File: src/rtl/snake_engine.sv
// snake_engine: game-logic core for the 16x16 snake game.
//
// Owns the snake body (16 slots of {row, col}), the travel direction, the food cell, the
// food-placement LFSR and the game state. Everything the renderer consumes is a register.
//
// Parameters
//   MAX_LEN    length that wins the game (4..15)
//   LFSR_SEED  non-zero LFSR value loaded on init
//
// Ports
//   Clk             system clock
//   Reset           synchronous, active-high reset
//   Start           one-cycle pulse: Qi -> Qc, and Qw/Ql -> init (Qi)
//   BtnU/D/L/R      debounced direction requests, level-sampled every cycle
//   Tick            one-cycle move strobe
//   Food            food cell {row[3:0], col[3:0]}
//   Length          number of active segments
//   Locations_Flat  16 x 8-bit segments, head in [127:120], segment k in [127-8k -: 8]
//   Qi/Qc/Qw/Ql     one-hot game state: init, running, win, lose

`timescale 1ns/1ps

module snake_engine #(
  parameter int unsigned MAX_LEN   = 15,
  parameter logic [7:0]  LFSR_SEED = 8'hA5
) (
  input  logic         Clk,
  input  logic         Reset,
  input  logic         Start,
  input  logic         BtnU,
  input  logic         BtnD,
  input  logic         BtnL,
  input  logic         BtnR,
  input  logic         Tick,
  output logic [7:0]   Food,
  output logic [3:0]   Length,
  output logic [127:0] Locations_Flat,
  output logic         Qi,
  output logic         Qc,
  output logic         Qw,
  output logic         Ql
);

  // One-hot state encoding so the Q outputs come straight off flops.
  localparam logic [3:0] StInit = 4'b0001;
  localparam logic [3:0] StRun  = 4'b0010;
  localparam logic [3:0] StWin  = 4'b0100;
  localparam logic [3:0] StLose = 4'b1000;

  // Encoded so that the reverse of a direction is dir ^ 2'b01.
  localparam logic [1:0] DirUp    = 2'd0;
  localparam logic [1:0] DirDown  = 2'd1;
  localparam logic [1:0] DirLeft  = 2'd2;
  localparam logic [1:0] DirRight = 2'd3;

  localparam logic [7:0] InitHead = 8'h88;
  localparam logic [7:0] InitSeg1 = 8'h87;
  localparam logic [7:0] InitSeg2 = 8'h86;
  localparam logic [7:0] InitFood = 8'h8C;
  localparam logic [3:0] InitLen  = 4'd3;

  logic [3:0] state_q, state_d;
  logic [1:0] dir_q, dir_d;
  logic [3:0] len_q, len_d;
  logic [7:0] food_q, food_d;
  logic       pend_q, pend_d;
  logic [7:0] lfsr_q, lfsr_d;
  logic [7:0] seg_q [16];
  logic [7:0] seg_d [16];

  // ---------------------------------------------------------------------------------------------
  // LFSR: x^8 + x^6 + x^5 + x^4 + 1, Fibonacci form shifting towards the MSB.
  // ---------------------------------------------------------------------------------------------
  logic       lfsr_fb;
  logic [7:0] lfsr_next;

  always_comb begin
    lfsr_fb   = lfsr_q[7] ^ lfsr_q[5] ^ lfsr_q[4] ^ lfsr_q[3];
    lfsr_next = {lfsr_q[6:0], lfsr_fb};
  end

  // ---------------------------------------------------------------------------------------------
  // Direction select. Only the highest-priority button is considered; if it is the reverse of
  // the current direction the request is dropped rather than falling through to a lower button.
  // ---------------------------------------------------------------------------------------------
  logic       btn_any;
  logic [1:0] btn_dir;
  logic [1:0] eff_dir;

  always_comb begin
    btn_any = BtnU | BtnD | BtnL | BtnR;
    if (BtnU) begin
      btn_dir = DirUp;
    end else if (BtnD) begin
      btn_dir = DirDown;
    end else if (BtnL) begin
      btn_dir = DirLeft;
    end else begin
      btn_dir = DirRight;
    end
    eff_dir = dir_q;
    if (btn_any && (btn_dir != (dir_q ^ 2'b01))) begin
      eff_dir = btn_dir;
    end
  end

  // ---------------------------------------------------------------------------------------------
  // Candidate head cell and wall detection.
  // ---------------------------------------------------------------------------------------------
  logic [3:0] head_row;
  logic [3:0] head_col;
  logic [7:0] next_head;
  logic       wall_hit;

  always_comb begin
    head_row  = seg_q[0][7:4];
    head_col  = seg_q[0][3:0];
    next_head = seg_q[0];
    wall_hit  = 1'b0;
    unique case (eff_dir)
      DirUp: begin
        wall_hit  = (head_row == 4'd0);
        next_head = {head_row - 4'd1, head_col};
      end
      DirDown: begin
        wall_hit  = (head_row == 4'd15);
        next_head = {head_row + 4'd1, head_col};
      end
      DirLeft: begin
        wall_hit  = (head_col == 4'd0);
        next_head = {head_row, head_col - 4'd1};
      end
      DirRight: begin
        wall_hit  = (head_col == 4'd15);
        next_head = {head_row, head_col + 4'd1};
      end
      default: begin
        wall_hit  = 1'b0;
        next_head = seg_q[0];
      end
    endcase
  end

  // ---------------------------------------------------------------------------------------------
  // Growth, self-collision and food-placement occupancy.
  // When not growing the tail vacates its cell on this move, so it is excluded from the check.
  // ---------------------------------------------------------------------------------------------
  logic       grow;
  logic [4:0] body_cmp_len;
  logic       self_hit;
  logic       food_blocked;
  logic       win_len;

  always_comb begin
    grow         = (next_head == food_q);
    body_cmp_len = grow ? {1'b0, len_q} : ({1'b0, len_q} - 5'd1);
    self_hit     = 1'b0;
    food_blocked = 1'b0;
    for (int k = 0; k < 16; k++) begin
      if ((5'(k) < body_cmp_len) && (seg_q[k] == next_head)) begin
        self_hit = 1'b1;
      end
      if ((5'(k) < {1'b0, len_q}) && (seg_q[k] == lfsr_q)) begin
        food_blocked = 1'b1;
      end
    end
    win_len = (({1'b0, len_q} + 5'd1) == 5'(MAX_LEN));
  end

  // Start out of a terminal state re-initialises everything, exactly like Reset.
  logic restart;
  assign restart = Start && ((state_q == StWin) || (state_q == StLose));

  // ---------------------------------------------------------------------------------------------
  // Next-state logic.
  // ---------------------------------------------------------------------------------------------
  always_comb begin
    state_d = state_q;
    dir_d   = dir_q;
    len_d   = len_q;
    food_d  = food_q;
    pend_d  = pend_q;
    lfsr_d  = lfsr_next;
    for (int k = 0; k < 16; k++) begin
      seg_d[k] = seg_q[k];
    end

    unique case (state_q)
      StInit: begin
        if (Start) begin
          state_d = StRun;
        end
      end
      StRun: begin
        dir_d = eff_dir;
        if (pend_q) begin
          // Ticks are dropped while a new food cell is being searched for.
          if (!food_blocked) begin
            food_d = lfsr_q;
            pend_d = 1'b0;
          end
        end else if (Tick) begin
          if (wall_hit || self_hit) begin
            state_d = StLose;
          end else begin
            for (int k = 1; k < 16; k++) begin
              seg_d[k] = seg_q[k-1];
            end
            seg_d[0] = next_head;
            if (grow) begin
              len_d = len_q + 4'd1;
              if (win_len) begin
                state_d = StWin;
              end else begin
                pend_d = 1'b1;
              end
            end
          end
        end
      end
      StWin, StLose: begin
        // Frozen; restart is handled by the register block.
      end
      default: begin
        state_d = StInit;
      end
    endcase
  end

  // ---------------------------------------------------------------------------------------------
  // State registers.
  // ---------------------------------------------------------------------------------------------
  always_ff @(posedge Clk) begin
    if (Reset || restart) begin
      state_q <= StInit;
      dir_q   <= DirRight;
      len_q   <= InitLen;
      food_q  <= InitFood;
      pend_q  <= 1'b0;
      lfsr_q  <= LFSR_SEED;
      seg_q[0] <= InitHead;
      seg_q[1] <= InitSeg1;
      seg_q[2] <= InitSeg2;
      for (int k = 3; k < 16; k++) begin
        seg_q[k] <= 8'h00;
      end
    end else begin
      state_q <= state_d;
      dir_q   <= dir_d;
      len_q   <= len_d;
      food_q  <= food_d;
      pend_q  <= pend_d;
      lfsr_q  <= lfsr_d;
      for (int k = 0; k < 16; k++) begin
        seg_q[k] <= seg_d[k];
      end
    end
  end

  // ---------------------------------------------------------------------------------------------
  // Outputs.
  // ---------------------------------------------------------------------------------------------
  always_comb begin
    Locations_Flat = '0;
    for (int k = 0; k < 16; k++) begin
      Locations_Flat[127-8*k -: 8] = seg_q[k];
    end
  end

  assign Food   = food_q;
  assign Length = len_q;
  assign Qi     = state_q[0];
  assign Qc     = state_q[1];
  assign Qw     = state_q[2];
  assign Ql     = state_q[3];

endmodule

File: config.mk
export PLATFORM = sky130hd
export DESIGN_NAME = snake_engine
export DESIGN_NICKNAME = d
export VERILOG_FILES = /design/src/rtl/snake_engine.sv
export SDC_FILE = /design/constraint.sdc
export NUM_CORES = 1
export LEC_CHECK = 0
export CORE_ASPECT_RATIO = 0.8
export CORE_MARGIN = 2
export CORE_UTILIZATION = 35
export DETAILED_ROUTE_END_ITERATION = 12
export PLACE_DENSITY_LB_ADDON = 0.3
export SLEW_MARGIN = 20
export SYNTH_ARGS = -nofsm -noshare
export SYNTH_HDL_FRONTEND = slang
export SYNTH_SLANG_ARGS = --single-unit
File: constraint.sdc
create_clock -name Clk -period 11.3 [get_ports Clk]
set_clock_uncertainty 0.1 [all_clocks]
set_input_delay 2.26 -clock Clk [delete_from_list [all_inputs] [get_ports Clk]]
set_output_delay 2.26 -clock Clk [all_outputs]
set_load 0.01 [all_outputs]
==> out/qor.txt, run 1 <==
All-Layer GR Usage -> 0.257
Fin Hold WS -> 344 ps
Sink Count -> 155
Sequential share of the synthesized area -> 0.283
Simple-Gate Fraction of Synth Area -> 0.184
WP buf/inv -> 3
Commonest non-fill, non-tap cell in the layout -> nand2_1
Unrepaired setup endpoints after global routing -> no
Multi-input gate area -> 7350 um2
Mux share of post-synthesis cell area -> 0.130
Worst hold path type -> reg2reg
Largest family of logic cells by synthesized area -> XOR/XNOR gates
Pre-CTS WS -> 2130 ps
Yosys reg bits -> 155
First drt pass iteration count -> 5
Max-slew headroom -> 0.336
Compound-Gate Fraction of Synth Area -> 0.102
Netlist cell types -> 78
Hold EP -> lfsr_q[5]
Synth-to-layout area growth -> 22.0%
Syn_area_per_cell -> 8.77 um2
Reg2reg end -> seg_q[0][33]
Fraction of layout cells with a size suffix above 1 -> 0.0630
Hold_buf cts -> 0
Initial antenna violation count -> 1
Routability cong. -> 0.941
Final hold vios -> 0
Port Buf Inserts -> 151
Placed cells -> 1745
XOR/XNOR Fraction of Synth Area -> 0.242
Fill cell count -> 3020
DRC -> 0
Final wirelength -> 42700 um
Final Max Tran Viols -> 0
Post-layout minimum cycle time -> 8900 ps
Starting DRC count in detailed routing -> 1242
CP Launch Type -> input port
F_max -> 112 MHz
Post-DR vias/cell -> 5.82
Syn Inst Count -> 1248
Hold_sp -> lfsr_q[4]
Post-DP HPWL -> 31200 um
First-pass GRT wire length -> 63500 um
Setup TNS Final -> 0 ps
Htree depth -> 4
CTS tree -> built
CP Data Required Time -> 11570 ps
Root buf cell -> clkbuf_16
Worst setup EP type -> register
Post-CTS sizing -> 0
Critical-path cell list -> clkdlybuf4s50_1 -> or3_4 -> nand2_2 -> or2_2 -> inv_1 -> fa_1 -> xor2_1 -> nand4_1 -> o21ai_0 -> nand3_1 -> nor3_2 -> a2111oi_0 -> a311o_1 -> or4_1 -> nor2_4 -> buf_4 -> mux2i_1
Die area -> 32700 um2
Commonest cells after routing, fill and taps aside -> nand2_1, dfxtp_1, clkdlybuf4s50_1
Initial core utilization -> 0.358
Clk pin slew, worst setup/hold paths -> 70 ps
Tcrit/Tclk final -> 0.788
Final core utilization -> 0.437
Setup bufs post-CTS -> 0
Largest net degree at the start of global routing -> 79
Post-Syn Nets -> 1266
PD cells -> 101 nW/um2
Synth Area in Adders -> 0.0128
Core Box Area -> 30600 um2
R2R setup slack -> 4330 ps
Vias in the first global route -> 9885
Max incr delay on CP -> 1110 ps
Reg2Reg Depth -> 16
Synth Flop Type -> dfxtp_1
Critical path arrival -> 9180 ps
Final setup fails -> 0
Synth Warn # -> 0
FF-to-FF Start -> dir_q[1]
Final nets -> 1369
Num CTS Buffers -> 17
Vias -> 10354
Slowest cell on the critical path -> fa_1
Die W -> 202 um
Skew-Pair Late Insertion Delay -> 450 ps
Area occupied by registers -> 3100 um2
Async SR Flop Fraction -> 0
Syn Std Cell Area -> 10900 um2
Die H -> 162 um
Worst hold stages -> 1
EDFF count, synth -> 0
Wire per inst -> 24.0 um
Maximum clock path buffer count -> 2
Global route overflow -> 0
IO Pins -> 152
CP top delay family -> simple AND/OR/NAND/NOR gates
Final worst slack -> 2400 ps
Crit Path Max Fanout -> 45
Leak Pwr -> 4.84 nW
Fin cells -> 1778
Status -> finished clean
Worst Setup Path Type -> in2reg
Site Rows -> 57
Max-cap viol count -> 0
Max IR drop VDD -> 103 uV
Worst slew pin tran -> 993 ps
ANT nets after route -> 0
[flip-flops by register name, summed over array words and instances (netlist names)]
signal   count
lfsr_q       8
Length       4
dir_q        2
Food         8
state_q      4
seg_q      128
pend_q       1
[through the flow]
stage | instance area [um2] | power, mW
floorplan | 10900 | 0.704
global placement | 12800 | 0.760
detailed placement | 12800 | 0.762
CTS | 13400 | 1.35
global route | 13400 | 1.38
finish | 13400 | 1.34
[layout make-up]
class / instances / share of cell area
clock inverter: 13 / 0.00974
multi-input combinational: 980 / 0.550
inverter: 18 / 0.00506
sequential: 155 / 0.232
timing repair buffer: 179 / 0.130
antenna: 1 / 0.000187
clock buffer: 19 / 0.0339
tap: 413 / 0.0387
[metal layers]
metal,global-route usage,vias up,part of all wire
met5,0,-,0
met4,0.0856,0,0.024
met3,0.0536,90,0.098
met2,0.384,598,0.43
met1,0.368,5029,0.45
li1,-,4637,-
[cells by family after synthesis]
family / count (synthesis)
and+or+nand+nor: 407
xor gates and xnor gates: 272
AOI/OAI and AO/OA: 157
DFF: 155
muxes: 134
buffers and inverters: 113
adders and majority gates: 10
[worst max-delay path by stage]
stage,from,end,slack [ps],depth (start not counted)
2_1_floorplan,BtnL,seg_q[0][37],4080,22
3_3_place_gp,BtnL,seg_q[0][61],2340,17
3_5_place_dp,BtnL,seg_q[0][25],2130,17
4_1_cts,BtnL,seg_q[0][25],2550,17
5_1_grt,BtnD,seg_q[0][40],1920,17
6_report,BtnL,seg_q[0][33],2400,17
[power breakdown]
group | internal [mW] | leakage (nW) | switching [mW] | total (mW)
Clock | 0.320 | 0.285 | 0.268 | 0.588
Sequential | 0.550 | 1.25 | 0.00868 | 0.559
Combinational | 0.0723 | 3.30 | 0.124 | 0.196
Total | 0.943 | 4.84 | 0.400 | 1.34
[synthesized netlist by cell type, types with 7 or more instances]
cell type	number	area, um2
ha_1	8	100
a21oi_1	22	110
nor2b_1	7	43.8
nor2_1	40	150
xor2_1	107	937
nor4_1	24	150
and3_1	8	50.1
mux2i_1	126	1260
clkbuf_1	58	218
o211ai_1	9	67.6
o2111ai_1	8	70.1
buf_2	15	75.1
nor3_1	27	135
or4_1	11	82.6
o21ai_0	28	140
nand2_1	169	634
buf_1	10	37.5
a31oi_1	15	93.8
buf_4	7	52.6
dfxtp_1	155	3100
or3_1	7	43.8
nand3_1	36	180
inv_1	16	60.1
nand2b_1	13	81.3
o22ai_1	7	43.8
and2_1	8	50.1
a211oi_1	9	67.6
o31ai_1	8	60.1
nand4_1	34	213
xnor3_1	18	405
xnor2_1	145	1270
Note: power is estimated with default switching activity, not from simulation.
==> run 2, diff against run 1 <==
Clock period 11.3 ns to 7.3 ns, I/O delays scaled along.
==> run 2 against run 1 <==
  * Via count up 0.31%
  * Sequential power is 54% higher
  * Register-to-register slack worse by 2500 ps
  * Clock power grew 46%
  * Hold slack improved by 57 ps
  * Setup slack got worse by 1900 ps
  * Routed wire length is 0.60% higher
  * Count of clock-buffer cells in the layout increased by 1
  * Non-clock buffer count up 35
  * Critical path depth increased by 1
  * Largest cell class unchanged
  * Largest power group is now sequential cells
==> out/qor.txt, run 2 (same netlist as run 1, synthesis figures left out) <==
Status -> finished clean (unchanged)
Hold_buf cts -> 0 (unchanged)
Max IR drop VDD -> 162 uV (was 103 uV)
R2R setup slack -> 1800 ps (was 4330 ps)
Unrepaired setup endpoints after global routing -> no (unchanged)
Initial core utilization -> 0.358 (unchanged)
Placed cells -> 1780 (was 1745)
Wire per inst -> 23.7 um (was 24.0 um)
Vias -> 10386 (was 10354)
Leak Pwr -> 5.01 nW (was 4.84 nW)
Final wirelength -> 43000 um (was 42700 um)
Crit Path Max Fanout -> 24 (was 45)
Die W -> 202 um (unchanged)
Worst hold path type -> reg2reg (unchanged)
Reg2reg end -> state_q[3] (was seg_q[0][33])
Final core utilization -> 0.446 (was 0.437)
Root buf cell -> clkbuf_16 (unchanged)
All-Layer GR Usage -> 0.259 (was 0.257)
Fill cell count -> 3033 (was 3020)
Dpl cell area -> 13100 um2 (was 12800 um2)
Site Rows -> 57 (unchanged)
Core Box Area -> 30600 um2 (unchanged)
Post-DP HPWL -> 31700 um (was 31200 um)
Worst hold stages -> 2 (was 1)
Total power -> 2.05 mW (was 1.34 mW)
Htree depth -> 4 (unchanged)
P_sw -> 615 uW (was 400 uW)
Num CTS Buffers -> 17 (unchanged)
Commonest cells after routing, fill and taps aside -> nand2_1, dfxtp_1, clkdlybuf4s50_1 (unchanged)
CP Launch Type -> input port (unchanged)
Fin Hold WS -> 401 ps (was 344 ps)
Pint -> 1.43 mW (was 943 uW)
Max reg flops -> 128 (unchanged)
Pre-CTS WS -> 0.476 ps (was 2130 ps)
CP Data Required Time -> 7520 ps (was 11570 ps)
Fraction of layout cells with a size suffix above 1 -> 0.0858 (was 0.0630)
Reg2Reg Depth -> 17 (was 16)
First drt pass iteration count -> 5 (unchanged)
Logic gate share of total power -> 0.158 (was 0.146)
Max-cap viol count -> 0 (unchanged)
Clk pin slew, worst setup/hold paths -> 70 ps (about the same)
Hold EP -> seg_q[0][124] (was lfsr_q[5])
Vias in the first global route -> 9893 (was 9885)
Skew-Pair Late Insertion Delay -> 450 ps (about the same)
Post-CTS sizing -> 0 (unchanged)
Initial antenna violation count -> 0 (was 1)
Hold_sp -> seg_q[0][124] (was lfsr_q[4])
Max-slew headroom -> 0.379 (was 0.336)
Final nets -> 1404 (was 1369)
Final instance area -> 13600 um2 (was 13400 um2)
CTS tree -> built (unchanged)
Final hold vios -> 0 (unchanged)
Final worst slack -> 542 ps (was 2400 ps)
Port Buf Inserts -> 151 (unchanged)
Global route overflow -> 0 (unchanged)
Tcrit/Tclk final -> 0.926
First-pass GRT wire length -> 63300 um (was 63500 um)
Sink Count -> 155 (unchanged)
Clk pwr share -> 0.420 (was 0.438)
F_max -> 148 MHz
Setup bufs post-CTS -> 0 (unchanged)
Starting DRC count in detailed routing -> 997 (was 1242)
Reg with most FFs -> seg_q (unchanged)
FF-to-FF Start -> dir_q[0] (was dir_q[1])
Routability cong. -> 1.05 (was 0.941)
Largest net degree at the start of global routing -> 76 (was 79)
Worst Setup SP -> BtnD (was BtnL)
Reg power frac -> 0.421 (was 0.416)
Post-DR vias/cell -> 5.73 (was 5.82)
Commonest non-fill, non-tap cell in the layout -> nand2_1 (unchanged)
Switch share -> 0.301 (was 0.298)
Maximum clock path buffer count -> 2 (unchanged)
Final Max Tran Viols -> 0 (unchanged)
Synth-to-layout area growth -> 24.6% (was 22.0%)
Die H -> 162 um (unchanged)
PD cells -> 150 nW/um2 (was 101 nW/um2)
Final setup fails -> 0 (unchanged)
IO Pins -> 152 (unchanged)
Worst Setup Path Type -> in2reg (unchanged)
Die area -> 32700 um2 (unchanged)
Setup TNS Final -> 0 ps (unchanged)
Post-layout minimum cycle time -> 6760 ps
Worst slew pin tran -> 928 ps (was 993 ps)
DRC -> 0 (unchanged)
Ant. Diodes -> 0 (was 1)
Fin cells -> 1812 (was 1778)
Critical path arrival -> 6970 ps (was 9180 ps)
ANT nets after route -> 0 (unchanged)
Worst setup EP type -> register (unchanged)
-- run 2: cell count changes in the layout (fill, tap and decap cells not counted), moves of 2 or more --
cell / before / now
buf_12: 1 / 5
clkinv_4: 2 / 0
buf_4: 27 / 58
clkbuf_1: 0 / 2
-- run 2: metal layers --
metal	global-route usage	share of wire	up-vias
li1	-	-	4705
met1	0.367	0.45	5042
met2	0.384	0.42	549
met3	0.0620	0.10	90
met4	0.0926	0.031	0
met5	0	0	-
-- run 2: power by group through the flow --
stage | Sequential, mW | Clock (mW) | Combinational (mW)
finish | 0.862 | 0.861 | 0.324
CTS | 0.862 | 0.869 | 0.317
floorplan | 0.877 | 0 | 0.213
detailed placement | 0.882 | 0 | 0.316
global placement | 0.881 | 0 | 0.312
global route | 0.863 | 0.903 | 0.343
-- run 2: critical path, cell delays in order --
cell and delay [ps]:
clkdlybuf4s50_1 550, nand2b_1 140, a21oi_1 100, o22ai_4 340
nand2b_1 220, inv_1 70, fa_1 470, xor2_2 460
nand2_1 240, mux4_2 500, a221oi_1 490, o211ai_1 200
o41a_1 420, o2111ai_1 260, or4_1 190, buf_4 260
o211ai_1 130, a2111oi_0 450
-- run 2: worst max path at each step --
stage,slack (ps),to
after floorplan,880,seg_q[0][42]
after global placement,140,state_q[3]
after detailed placement,0.5,state_q[3]
after CTS,450,state_q[3]
after global routing,200,state_q[3]
final,540,state_q[3]
-- run 2: cell type report --
cell class	count	area, um2	share of cell area
clock buffer	20	447	0.0327
clock inverter	12	103	0.00752
inverter	18	67.6	0.00495
multi-input combinational	980	7360	0.539
sequential	155	3100	0.227
tap	413	517	0.0379
timing repair buffer	214	2050	0.150
==> run 3, diff against run 2 <==
Settings changed: CAP_MARGIN from default to 20.
==> results of run 3 <==
Final layout, timing and power as in run 2 (identical DEF).
